### config.mk
export PLATFORM = sky130hd
export DESIGN_NAME = imm_gen_pipe
export DESIGN_NICKNAME = d
export VERILOG_FILES = /design/src/rtl/imm_pkg.sv /design/src/rtl/imm_gen_pipe_extract.sv /design/src/rtl/imm_gen_pipe.sv
export SDC_FILE = /design/constraint.sdc
export NUM_CORES = 1
export LEC_CHECK = 0
export CAP_MARGIN = 20
export CORE_AREA = 4 4 197 103
export DETAILED_ROUTE_END_ITERATION = 7
export DIE_AREA = 0 0 201 107
export SYNTH_ARGS = -nofsm -noshare
export SYNTH_HDL_FRONTEND = slang
export SYNTH_SLANG_ARGS = --single-unit
### constraint.sdc
create_clock -name clk -period 4.1 [get_ports clk]
set_input_delay 0.615 -clock clk [delete_from_list [all_inputs] [get_ports clk]]
set_output_delay 0.615 -clock clk [all_outputs]
set_load 0.05 [all_outputs]
### src/rtl/imm_pkg.sv
// Shared types, field positions and helpers for the immediate pipeline.
// Build option: IMM_BR_SHIFT_EN scales COND19/BR26 offsets to bytes.
package imm_pkg;

   typedef enum logic [2:0] {
      FMT_DADDR9 = 3'd0,
      FMT_COND19 = 3'd1,
      FMT_BR26   = 3'd2,
      FMT_IMM12S = 3'd3,
      FMT_IMM12Z = 3'd4,
      FMT_MOV16  = 3'd5
   } fmt_e;

   localparam int unsigned D9_LSB  = 12;
   localparam int unsigned D9_W    = 9;
   localparam int unsigned C19_LSB = 5;
   localparam int unsigned C19_W   = 19;
   localparam int unsigned B26_LSB = 0;
   localparam int unsigned B26_W   = 26;
   localparam int unsigned I12_LSB = 10;
   localparam int unsigned I12_W   = 12;
   localparam int unsigned M16_LSB = 5;
   localparam int unsigned M16_W   = 16;
   localparam int unsigned HW_LSB  = 21;

`ifdef IMM_BR_SHIFT_EN
   localparam int unsigned BR_SH = 2;
`else
   localparam int unsigned BR_SH = 0;
`endif

   typedef struct packed {
      logic [63:0] imm;
      logic        err;
   } fifo_ent_t;

   function automatic logic [31:0] field(
      input logic [31:0] v,
      input int unsigned lsb,
      input int unsigned w
   );
      return (v >> lsb) & ((32'd1 << w) - 32'd1);
   endfunction

   // Park the field's top bit at bit 63, then arithmetic-shift back down.
   function automatic logic [63:0] sext(
      input logic [31:0] v,
      input int unsigned w
   );
      logic [63:0] t;
      t = {32'b0, v} << (64 - w);
      return $unsigned($signed(t) >>> (64 - w));
   endfunction

endpackage

### src/rtl/imm_gen_pipe_extract.sv
// Combinational immediate extractor: instr/fmt -> extended imm plus
// illegal flag. Branch scaling is set by IMM_BR_SHIFT_EN.
module imm_extract
   import imm_pkg::*;
#(
   parameter int DATA_W = 64
) (
   input  logic [31:0]       instr,
   input  logic [2:0]        fmt,
   output logic [DATA_W-1:0] imm,
   output logic              err
);

   logic [63:0] imm64;
   logic [1:0]  hw;

   always_comb begin
      imm64 = '0;
      err   = 1'b0;
      hw    = instr[HW_LSB +: 2];
      case (fmt)
         FMT_DADDR9: imm64 = sext(field(instr, D9_LSB, D9_W), D9_W);
         FMT_COND19: imm64 = sext(field(instr, C19_LSB, C19_W), C19_W) << BR_SH;
         FMT_BR26:   imm64 = sext(field(instr, B26_LSB, B26_W), B26_W) << BR_SH;
         FMT_IMM12S: imm64 = sext(field(instr, I12_LSB, I12_W), I12_W);
         FMT_IMM12Z: imm64 = {32'b0, field(instr, I12_LSB, I12_W)};
         FMT_MOV16: begin
            imm64 = {32'b0, field(instr, M16_LSB, M16_W)} << {hw, 4'b0000};
            // Upper halfword positions do not exist in a 32-bit datapath.
            if (DATA_W == 32 && hw[1]) err = 1'b1;
         end
         default: err = 1'b1;
      endcase
      if (err) imm64 = '0;
   end

   assign imm = imm64[DATA_W-1:0];

endmodule

### src/rtl/imm_gen_pipe.sv
// Pipelined immediate generator with a DEPTH-entry circular skid FIFO.
// Build option: IMM_BR_SHIFT_EN (see imm_pkg).
module imm_gen_pipe
   import imm_pkg::*;
#(
   parameter int DATA_W    = 64,
   parameter int DEPTH     = 2,
   parameter int ERR_CNT_W = 8
) (
   input  logic                 clk,
   input  logic                 reset,
   input  logic                 in_valid,
   output logic                 in_ready,
   input  logic [31:0]          instr,
   input  logic [2:0]           fmt,
   output logic                 out_valid,
   input  logic                 out_ready,
   output logic [DATA_W-1:0]    imm,
   output logic                 out_err,
   output logic [ERR_CNT_W-1:0] err_cnt
);

   localparam int PW = $clog2(DEPTH);
   localparam logic [PW:0] FULL = (PW+1)'(DEPTH);

   fifo_ent_t             mem_q [DEPTH];
   fifo_ent_t             mem_d [DEPTH];
   logic [PW-1:0]         wr_ptr_q, wr_ptr_d;
   logic [PW-1:0]         rd_ptr_q, rd_ptr_d;
   logic [PW:0]           count_q, count_d;
   logic [ERR_CNT_W-1:0]  err_cnt_q, err_cnt_d;

   logic [DATA_W-1:0]     ext_imm;
   logic                  ext_err;
   fifo_ent_t             ent;
   logic                  push, pop;

   imm_extract #(.DATA_W(DATA_W)) u_extract (
      .instr (instr),
      .fmt   (fmt),
      .imm   (ext_imm),
      .err   (ext_err)
   );

   assign in_ready  = (count_q != FULL);
   assign out_valid = (count_q != '0);
   assign push      = in_valid & in_ready;
   assign pop       = out_valid & out_ready;

   assign imm     = mem_q[rd_ptr_q].imm[DATA_W-1:0];
   assign out_err = mem_q[rd_ptr_q].err;
   assign err_cnt = err_cnt_q;

   always_comb begin
      ent.imm   = 64'(ext_imm);
      ent.err   = ext_err;
      mem_d     = mem_q;
      wr_ptr_d  = wr_ptr_q;
      rd_ptr_d  = rd_ptr_q;
      count_d   = count_q;
      err_cnt_d = err_cnt_q;
      if (push) begin
         mem_d[wr_ptr_q] = ent;
         wr_ptr_d        = wr_ptr_q + 1'b1;
         if (ext_err && err_cnt_q != '1) err_cnt_d = err_cnt_q + 1'b1;
      end
      if (pop) rd_ptr_d = rd_ptr_q + 1'b1;
      case ({push, pop})
         2'b10:   count_d = count_q + 1'b1;
         2'b01:   count_d = count_q - 1'b1;
         default: count_d = count_q;
      endcase
   end

   always_ff @(posedge clk) begin
      if (reset) begin
         for (int i = 0; i < DEPTH; i++) mem_q[i] <= '0;
         wr_ptr_q  <= '0;
         rd_ptr_q  <= '0;
         count_q   <= '0;
         err_cnt_q <= '0;
      end else begin
         mem_q     <= mem_d;
         wr_ptr_q  <= wr_ptr_d;
         rd_ptr_q  <= rd_ptr_d;
         count_q   <= count_d;
         err_cnt_q <= err_cnt_d;
      end
   end

endmodule

# Word-level counts from Yosys, hierarchy flattened

Cells that the tools add are included.

Bits in registers: 142
Output and inout bits: 75

Reductions and logical operators: 7
$lt $le $gt $ge: 3
$add $sub $neg: 5
Eq/ne operators: 9
Bitwise logic cells: 4
Mux-type cells: 10
Shift operators: 1

Operators with widths:

| cell                  | number |
|---|---|
| $pmux W64 S6          | 1 |
| $mux W65              | 4 |
| $bwmux W130           | 1 |
| $demux W65 S1         | 1 |
| $mux W64              | 1 |
| $shl A16 B6 Y64       | 1 |
| $add A8 B1 Y8 const B | 1 |
| $ne A8 B8 Y1 const B  | 1 |
| $eq A3 B2 Y1 const B  | 2 |
| $eq A3 B3 Y1 const B  | 2 |
| $reduce_or A6 Y1      | 1 |
| $ge A2 B2 Y1 const B  | 2 |
| $not A1 Y2            | 2 |
| $pmux W2 S2           | 1 |
| $reduce_bool A2 Y1    | 2 |
| $eq A3 B1 Y1 const B  | 1 |
| $logic_not A3 Y1      | 1 |
| $add A1 B1 Y1 const B | 2 |
| $add A2 B1 Y2 const B | 1 |
| $and A1 B1 Y1         | 2 |
| $eq A2 B1 Y1 const B  | 1 |
| $eq A2 B2 Y1 const B  | 1 |
| $logic_and A1 B1 Y1   | 2 |
| $lt A2 B1 Y1 const B  | 1 |
| other kinds (4)       | 4 |

# Longest topological paths before layout

Depth in word-level cells: 6
Gate-level depth with buffers: 8

# Cells and area by module

From an unflattened synthesis, not the netlist that was laid out.

Cell total of the unflattened synthesis: 895
Area total of the unflattened synthesis: 7181.9 um^2

Modules (own cells, without submodules):

| module       | area each (um^2) | instances | seq. area each (um^2) | cells an instance |
|---|---|---|---|---|
| imm_gen_pipe | 5804.3           | 1         | 2842.7                | 701 |
| imm_extract  | 1377.6           | 1         | 0.0                   | 194 |

# Worst setup path after synthesis

No wires, ideal clock.

Path type: register to output
Start point: register rd_ptr_q
End point: output imm[9]
Cell stages (with the launch flop): 5
Arrival: 1.995 ns
Slack: 1.490 ns
Data required time: 3.485 ns
Cells stage by stage: dfxtp_1 -> clkbuf_1 -> buf_1 -> clkbuf_1 -> o21ai_0

Cells in the longest elaborated chain, start to end: 4

RTL lines:

| item                             | RTL line           | source |
|---|---|---|
| start: declaration               | imm_gen_pipe.sv:29 | `logic [PW-1:0] rd_ptr_q, rd_ptr_d;` |
| start signal: assignment         | imm_gen_pipe.sv:85 | `rd_ptr_q <= rd_ptr_d;` |
| $not A1 Y2 (implied by the code) | imm_gen_pipe.sv:50 | `assign imm = mem_q[rd_ptr_q].imm[DATA_W-1:0];` |
| $mux W65 (3 in series)           | n/a                |  |
| end: declaration                 | imm_gen_pipe.sv:18 | `output logic [DATA_W-1:0] imm,` |

Every way passes these cells. The select of a mux whose other input is x is not followed.

# Final worst setup path

Ends and elaborated chain as after synthesis.

==> results.py <==
metrics = {
    "synth": {
        "syn_nets": 952,
        "ys_warn_count": 0,
        "synth_area_um2": 7320,
        "muxShareOfSynthArea_pct": 5.85,
        "synthCells": 911,
        "async_flop_share_pct": 0,
        "synthFlopType": "dfxtp_1",
        "synth-seq-cells": 142,
        "synth-xor-area-share_pct": 0.479,
        "synth-simple-area-share_pct": 21.0,
        "synth_edf_count": 0,
        "synth_top_cell_by_area": "dfxtp_1",
        "synth_compound_area_share_pct": 23.4,
        "synth_top_family_by_area": "compound AO/OA/AOI/OAI gates",
        "synthTopCellsByArea": "dfxtp_1, a211oi_1, nand2_1",
        "synth_cell_type_count": 57,
        "netlist.area_leader.share_pct": 38.8,
        "avgSynthCellArea_um2": 8.04,
        "seq_area_frac_synth_pct": 38.8,
        "synth_adder_area_share_pct": 0.342,
    },
    "clocking": {
        "clock_path_buffers": 2,
        "clk_pin_slew_ns": 0.06,
        "post_cts_buffers": 0,
        "cts_tree": "built",
        "cts-root-buf": "clkbuf_16",
        "cts_buffers": 17,
        "cts_resized": 0,
        "insertion_delay_ns": 0.41,
        "clock-sinks": 142,
        "cts.hold.buffers_added": 0,
        "h-tree-depth": 4,
    },
    "global_route": {
        "met1_usage_pct": 27.1,
        "grtUsageTotal_pct": 20.2,
        "grt_antenna_before_repair": 0,
        "grtUsageMet2_pct": 33.8,
        "met3_usage_pct": 3.45,
        "busiest_layer": "met2",
        "grt_pass1_vias": 6505,
        "grt.overflow.total": 0,
        "grt_pass1_wl_um": 35200,
        "grt_max_degree": 90,
    },
    "cells_and_area": {
        "drive_above_1_share_pct": 10.0,
        "diodes": 0,
        "area_growth_pct": 22.6,
        "nets": 995,
        "final_common_cell": "dfxtp_1",
        "fillers": 1772,
        "layout_common_cells": "dfxtp_1, clkdlybuf4s50_1, nand2_1",
        "fin_cells": 1207,
    },
    "floorplan": {
        "ios": 114,
        "die_w_um": 201,
        "die_area_um2": 21500,
        "initial_core_util_pct": 39.9,
        "rows": 35,
        "die_h_um": 107,
        "core_area_um2": 18300,
    },
    "critical_path": {
        "worstPathMaxFanout": 46,
        "crit-reg2reg-launch": "count_q[1]$_SDFFE_PP0P_",
        "r2r_slack_ns": 1.84,
        "cp-start-kind": "register",
        "path_class": "register to output port",
        "critPathArrivalTime_ns": 2.66,
        "critPathRequiredTime_ns": 3.48,
        "crit_path_start": "rd_ptr_q$_SDFFE_PP0P_",
        "r2r-end": "mem_q[30]$_SDFFE_PP0P_",
        "crit_path_end_kind": "output port",
        "r2r_cells": 6,
        "endpoint": "imm[9]",
    },
    "power": {
        "power_leakage_nw": 3.13,
        "powerDensity_nw_per_um2": 613,
        "max-vdd-ir-drop_v": 0.000382,
    },
    "routing": {
        "wl_per_cell_um": 18.3,
        "dr_total_vias": 6693,
        "ant_nets": 0,
        "drt_wl_total_um": 22000,
        "first_pass_iters": 5,
        "drt_iter0_drc": 531,
        "viasPerCell": 5.55,
        "drc_errors": 0,
    },
    "placed_design": {
        "placed_cells": 1175,
        "place_congestion": 0.825,
        "numPortBuffers": 107,
        "dpl.hpwl_um": 13700,
        "preCtsSetupSlack_ns": 1.13,
    },
    "timing": {
        "slew_headroom_pct": 32.8,
        "hold_viol": 0,
        "rsz0062_at_grt": "no",
        "drv_slew": 0,
        "fmax_mhz": 305,
        "fin_skew_ns": 0.00666,
        "timing.final.crit_share_pct": 79.8,
        "finalSetupViolations": 0,
        "worst-slew-pin-transition_ns": 1.01,
        "worst_slack_ns": 0.826,
        "min_period_ns": 3.27,
        "tns_ns": 0,
    },
    "flow_run": {
        "cap_violations": 0,
    },
    "run_status": {
        "outcome": "completed",
    },
    "hold_path": {
        "min_path_type": "register to register",
    },
}
per-stage QoR:
stage               hold WS (ns)  instance area (um2)  power (mW)  util, %
floorplan                  0.433                 7320        3.30        -
global route               0.475                 8980        5.78     48.9
finish                     0.456                 8980        5.51     48.9
CTS                        0.460                 8980        5.55     48.9
global placement           0.442                 8380        3.92     45.7
detailed placement         0.450                 8380        3.95     45.7
power by group:
part	internal [mW]	leakage (nW)	switching, mW	total, mW
registers	1.61	1.17	0.149	1.76
logic	0.712	1.68	1.44	2.16
clock network	0.919	0.291	0.674	1.59
state kept, by name (all words and copies together), names as in the netlist:
name      cells
rd_ptr_q      1
err_cnt       8
wr_ptr_q      1
count_q       2
mem_q       130
cell type report:
cell class                      count  area (um2)  area share, %
Clock inverter                     15         175           1.95
Tap cell                          240         300           3.34
Inverter                           61         229           2.55
Clock buffer                       17         425           4.74
Sequential cell                   142        2850           31.7
Multi-Input combinational cell    603        3760           41.9
Timing Repair Buffer              129        1240           13.8
synth_stat cells, types with 7 or more instances:
cell type / count
nand2_1: 99
a211oi_1: 95
and3_1: 13
a221oi_2: 10
mux2i_1: 27
nor2_1: 96
inv_1: 59
a21oi_1: 12
a221oi_1: 33
clkbuf_1: 60
nor3_1: 61
nand3b_1: 10
dfxtp_1: 142
o21ai_0: 59
buf_6: 7
buf_2: 29
mux2_2: 14
nand2b_1: 11
routing by layer:
layer	vias up	share of wire, %
met5	-	0
met4	0	1.6
met3	30	4.7
met2	160	46
met1	3203	47
li1	3300	-
how the worst min path moves through the flow:
stage / cells after the start / startpoint / to
6_report: 2 / mem_q[0]$_SDFFE_PP0P_ / mem_q[0]$_SDFFE_PP0P_
5_1_grt: 2 / mem_q[0]$_SDFFE_PP0P_ / mem_q[0]$_SDFFE_PP0P_
4_1_cts: 2 / mem_q[0]$_SDFFE_PP0P_ / mem_q[0]$_SDFFE_PP0P_
3_5_place_dp: 2 / mem_q[81]$_SDFFE_PP0P_ / mem_q[81]$_SDFFE_PP0P_
3_3_place_gp: 2 / mem_q[0]$_SDFFE_PP0P_ / mem_q[0]$_SDFFE_PP0P_
2_1_floorplan: 2 / mem_q[0]$_SDFFE_PP0P_ / mem_q[0]$_SDFFE_PP0P_
worst max-delay path, cell delays in order, from the launching register on:
cell and delay, ns:
dfxtp_4 0.72, buf_4 0.37, nand2_1 0.08, o21ai_0 0.17, clkdlybuf4s50_1 0.88
cell families after synthesis:
| logic type | after synthesis |
|---|---|
| AOI/OAI and AO/OA | 232 |
| xor gates and xnor gates | 4 |
| adders and majority gates | 2 |
| buffers and inverters | 166 |
| DFF | 142 |
| muxes | 41 |
| and+or+nand+nor | 324 |
No activity file was read; power rests on OpenSTA's default activity.
==> variant: new RTL, same flow settings <==
Register the output `err_cnt` once more, without a reset; this adds one clock of latency there. The other outputs are not delayed to match.
--- a/src/rtl/imm_gen_pipe.sv
+++ b/src/rtl/imm_gen_pipe.sv
@@ -51,3 +51,5 @@
    assign out_err = mem_q[rd_ptr_q].err;
-   assign err_cnt = err_cnt_q;
+   always_ff @(posedge clk) begin
+      err_cnt <= err_cnt_q;
+   end
 
Function: changed (Yosys sat finds a counterexample within 4 cycles, from zero or initial values and one cycle with reset high).
==> variant against the unedited design <==
Total power decreased by 7.3%; cell area decreased by 5.4%; clock skew increased by 0.0039 ns; sequential cell count increased by 8; register-to-register slack improved by 0.04 ns; critical path type unchanged; wire length decreased by 6.4%; critical endpoint is now imm[37]; combinational power decreased by 13%; final cell count decreased by 8.5%; die area unchanged; synthesized area decreased by 8.0%; worst setup slack improved by 0.34 ns.
==> variant: results <==
global_route:
  grt_pass1_wl_um: 32500
  antenna_found_initial: 0
  grt_max_degree: 111
  grt_usage_pct: 18.7
  grt_pass1_vias: 5862
timing:
  relSlewSlack_pct: 36.5
  fin_skew_ns: 0.0106
power:
  vdd_drop_max_mv: 0.300
  p_leak_uw: 0.00300
synth:
  synth_nets: 835
  synth_area_leaders: "dfxtp_1, a221oi_1, nand2_1"
  ys_seq_area_share_pct: 44.6
  ys_warn_count: 0
  ys_async_sr_fraction_pct: 0
  synth_cell_types: 54
  ys_top_cells_by_count: "dfxtp_1, nand2_1, o21ai_0"
  syn-instance-count: 794
  ys.flop_type: "dfxtp_1"
place:
  globalplace.congestion: 0.880
  dp_hpwl_um: 13000
  portBuffers: 107
  dp_cells: 1073
  pre_cts_ws_ns: 0.969
  place_area_sq_um: 7920
drt:
  wl_met2_um: 9330
  routed_wirelength_um: 20600
  vias: 6224
  wl_met3_um: 1060
  dr.pass1.iters: 6
  maxUsedRoutingLayer: "met4"
  drt_iter0_markers: 670
  vias_per_cell: 5.63
  wl_met1_um: 9780
clock_network:
  insertion_delay_ns: 0.42
  clockBufferDepth: 2
  numCtsBuffers: 17
  clockRootBuffer: "clkbuf_16"
  post_cts_buffers: 0
  ctsHtreeMaxLevel: 4
  clk_pin_slew_worst_paths_ns: 0.07
  cts-resized-gates: 0
final_layout:
  antenna_cells: 0
  drive_gt1_share_pct: 9.60
  syn2layout_area_growth_pct: 26.1
  fin_nets: 893
  fillers: 1746
  reg_top3: "mem_q: 130 flops, err_cnt: 8 flops, err_cnt_q: 8 flops"
min_path:
  hold_path.class: "reg -> reg"
  min_path_cells: 0
run_status:
  status: "complete, no violations"
setup_path:
  crit_fanout: 110
  r2r_cells: 4
  arrival_ns: 2.32
run:
  maxCapViolCount: 0
-- variant: layout make-up --
type / instances / share of cell area [%]
Inverter: 60 / 2.65
Tap cell: 240 / 3.54
Clock buffer: 19 / 5.10
Sequential cell: 150 / 35.4
Clock inverter: 13 / 1.64
Multi-Input combinational cell: 498 / 37.4
Timing Repair Buffer: 125 / 14.3
-- variant: path summary, 6_finish.rpt --
| check | start | to | slack, ns |
|---|---|---|---|
| setup reg to reg | wr_ptr_q$_SDFFE_PP0P_ | mem_q[64]$_SDFFE_PP0P_ | 1.88 |
| hold reg to reg | err_cnt_q[7]$_SDFFE_PP0P_ | err_cnt[7]$_DFF_P_ | 0.39 |
| hold / removal | err_cnt_q[7]$_SDFFE_PP0P_ | err_cnt[7]$_DFF_P_ | 0.39 |
| setup / recovery | rd_ptr_q$_SDFFE_PP0P_ | imm[37] | 1.17 |
-- variant: where the power goes --
group	leakage [uW]	switching (uW)	internal, uW
combinational	0.00151	1280	607
sequential	0.00123	69.4	1640
clock	0.000271	658	857
total	0.00300	2010	3100
-- variant: cell families after synthesis --
group,count (synthesis),synth area share (%)
AO/OA/AOI/OAI,247,27.1
AND/OR/NAND/NOR,220,14.8
flip-flops,150,44.6
buffers and inverters,146,8.55
multiplexers,25,4.11
XOR/XNOR,4,0.520
adder cells (fa/ha/maj),2,0.372
-- variant: critical path: stages (launching register included) --
cell	delay [ns]
dfxtp_4	0.35
buf_12	0.35
nand2_1	0.09
o21ai_0	0.15
clkdlybuf4s50_1	0.88
-- variant: layer usage --
metal	vias to the layer above	track usage, %
met5	-	0
met2	179	29.1
met1	3027	26.5
met4	0	6.38
li1	2980	-
met3	38	3.05
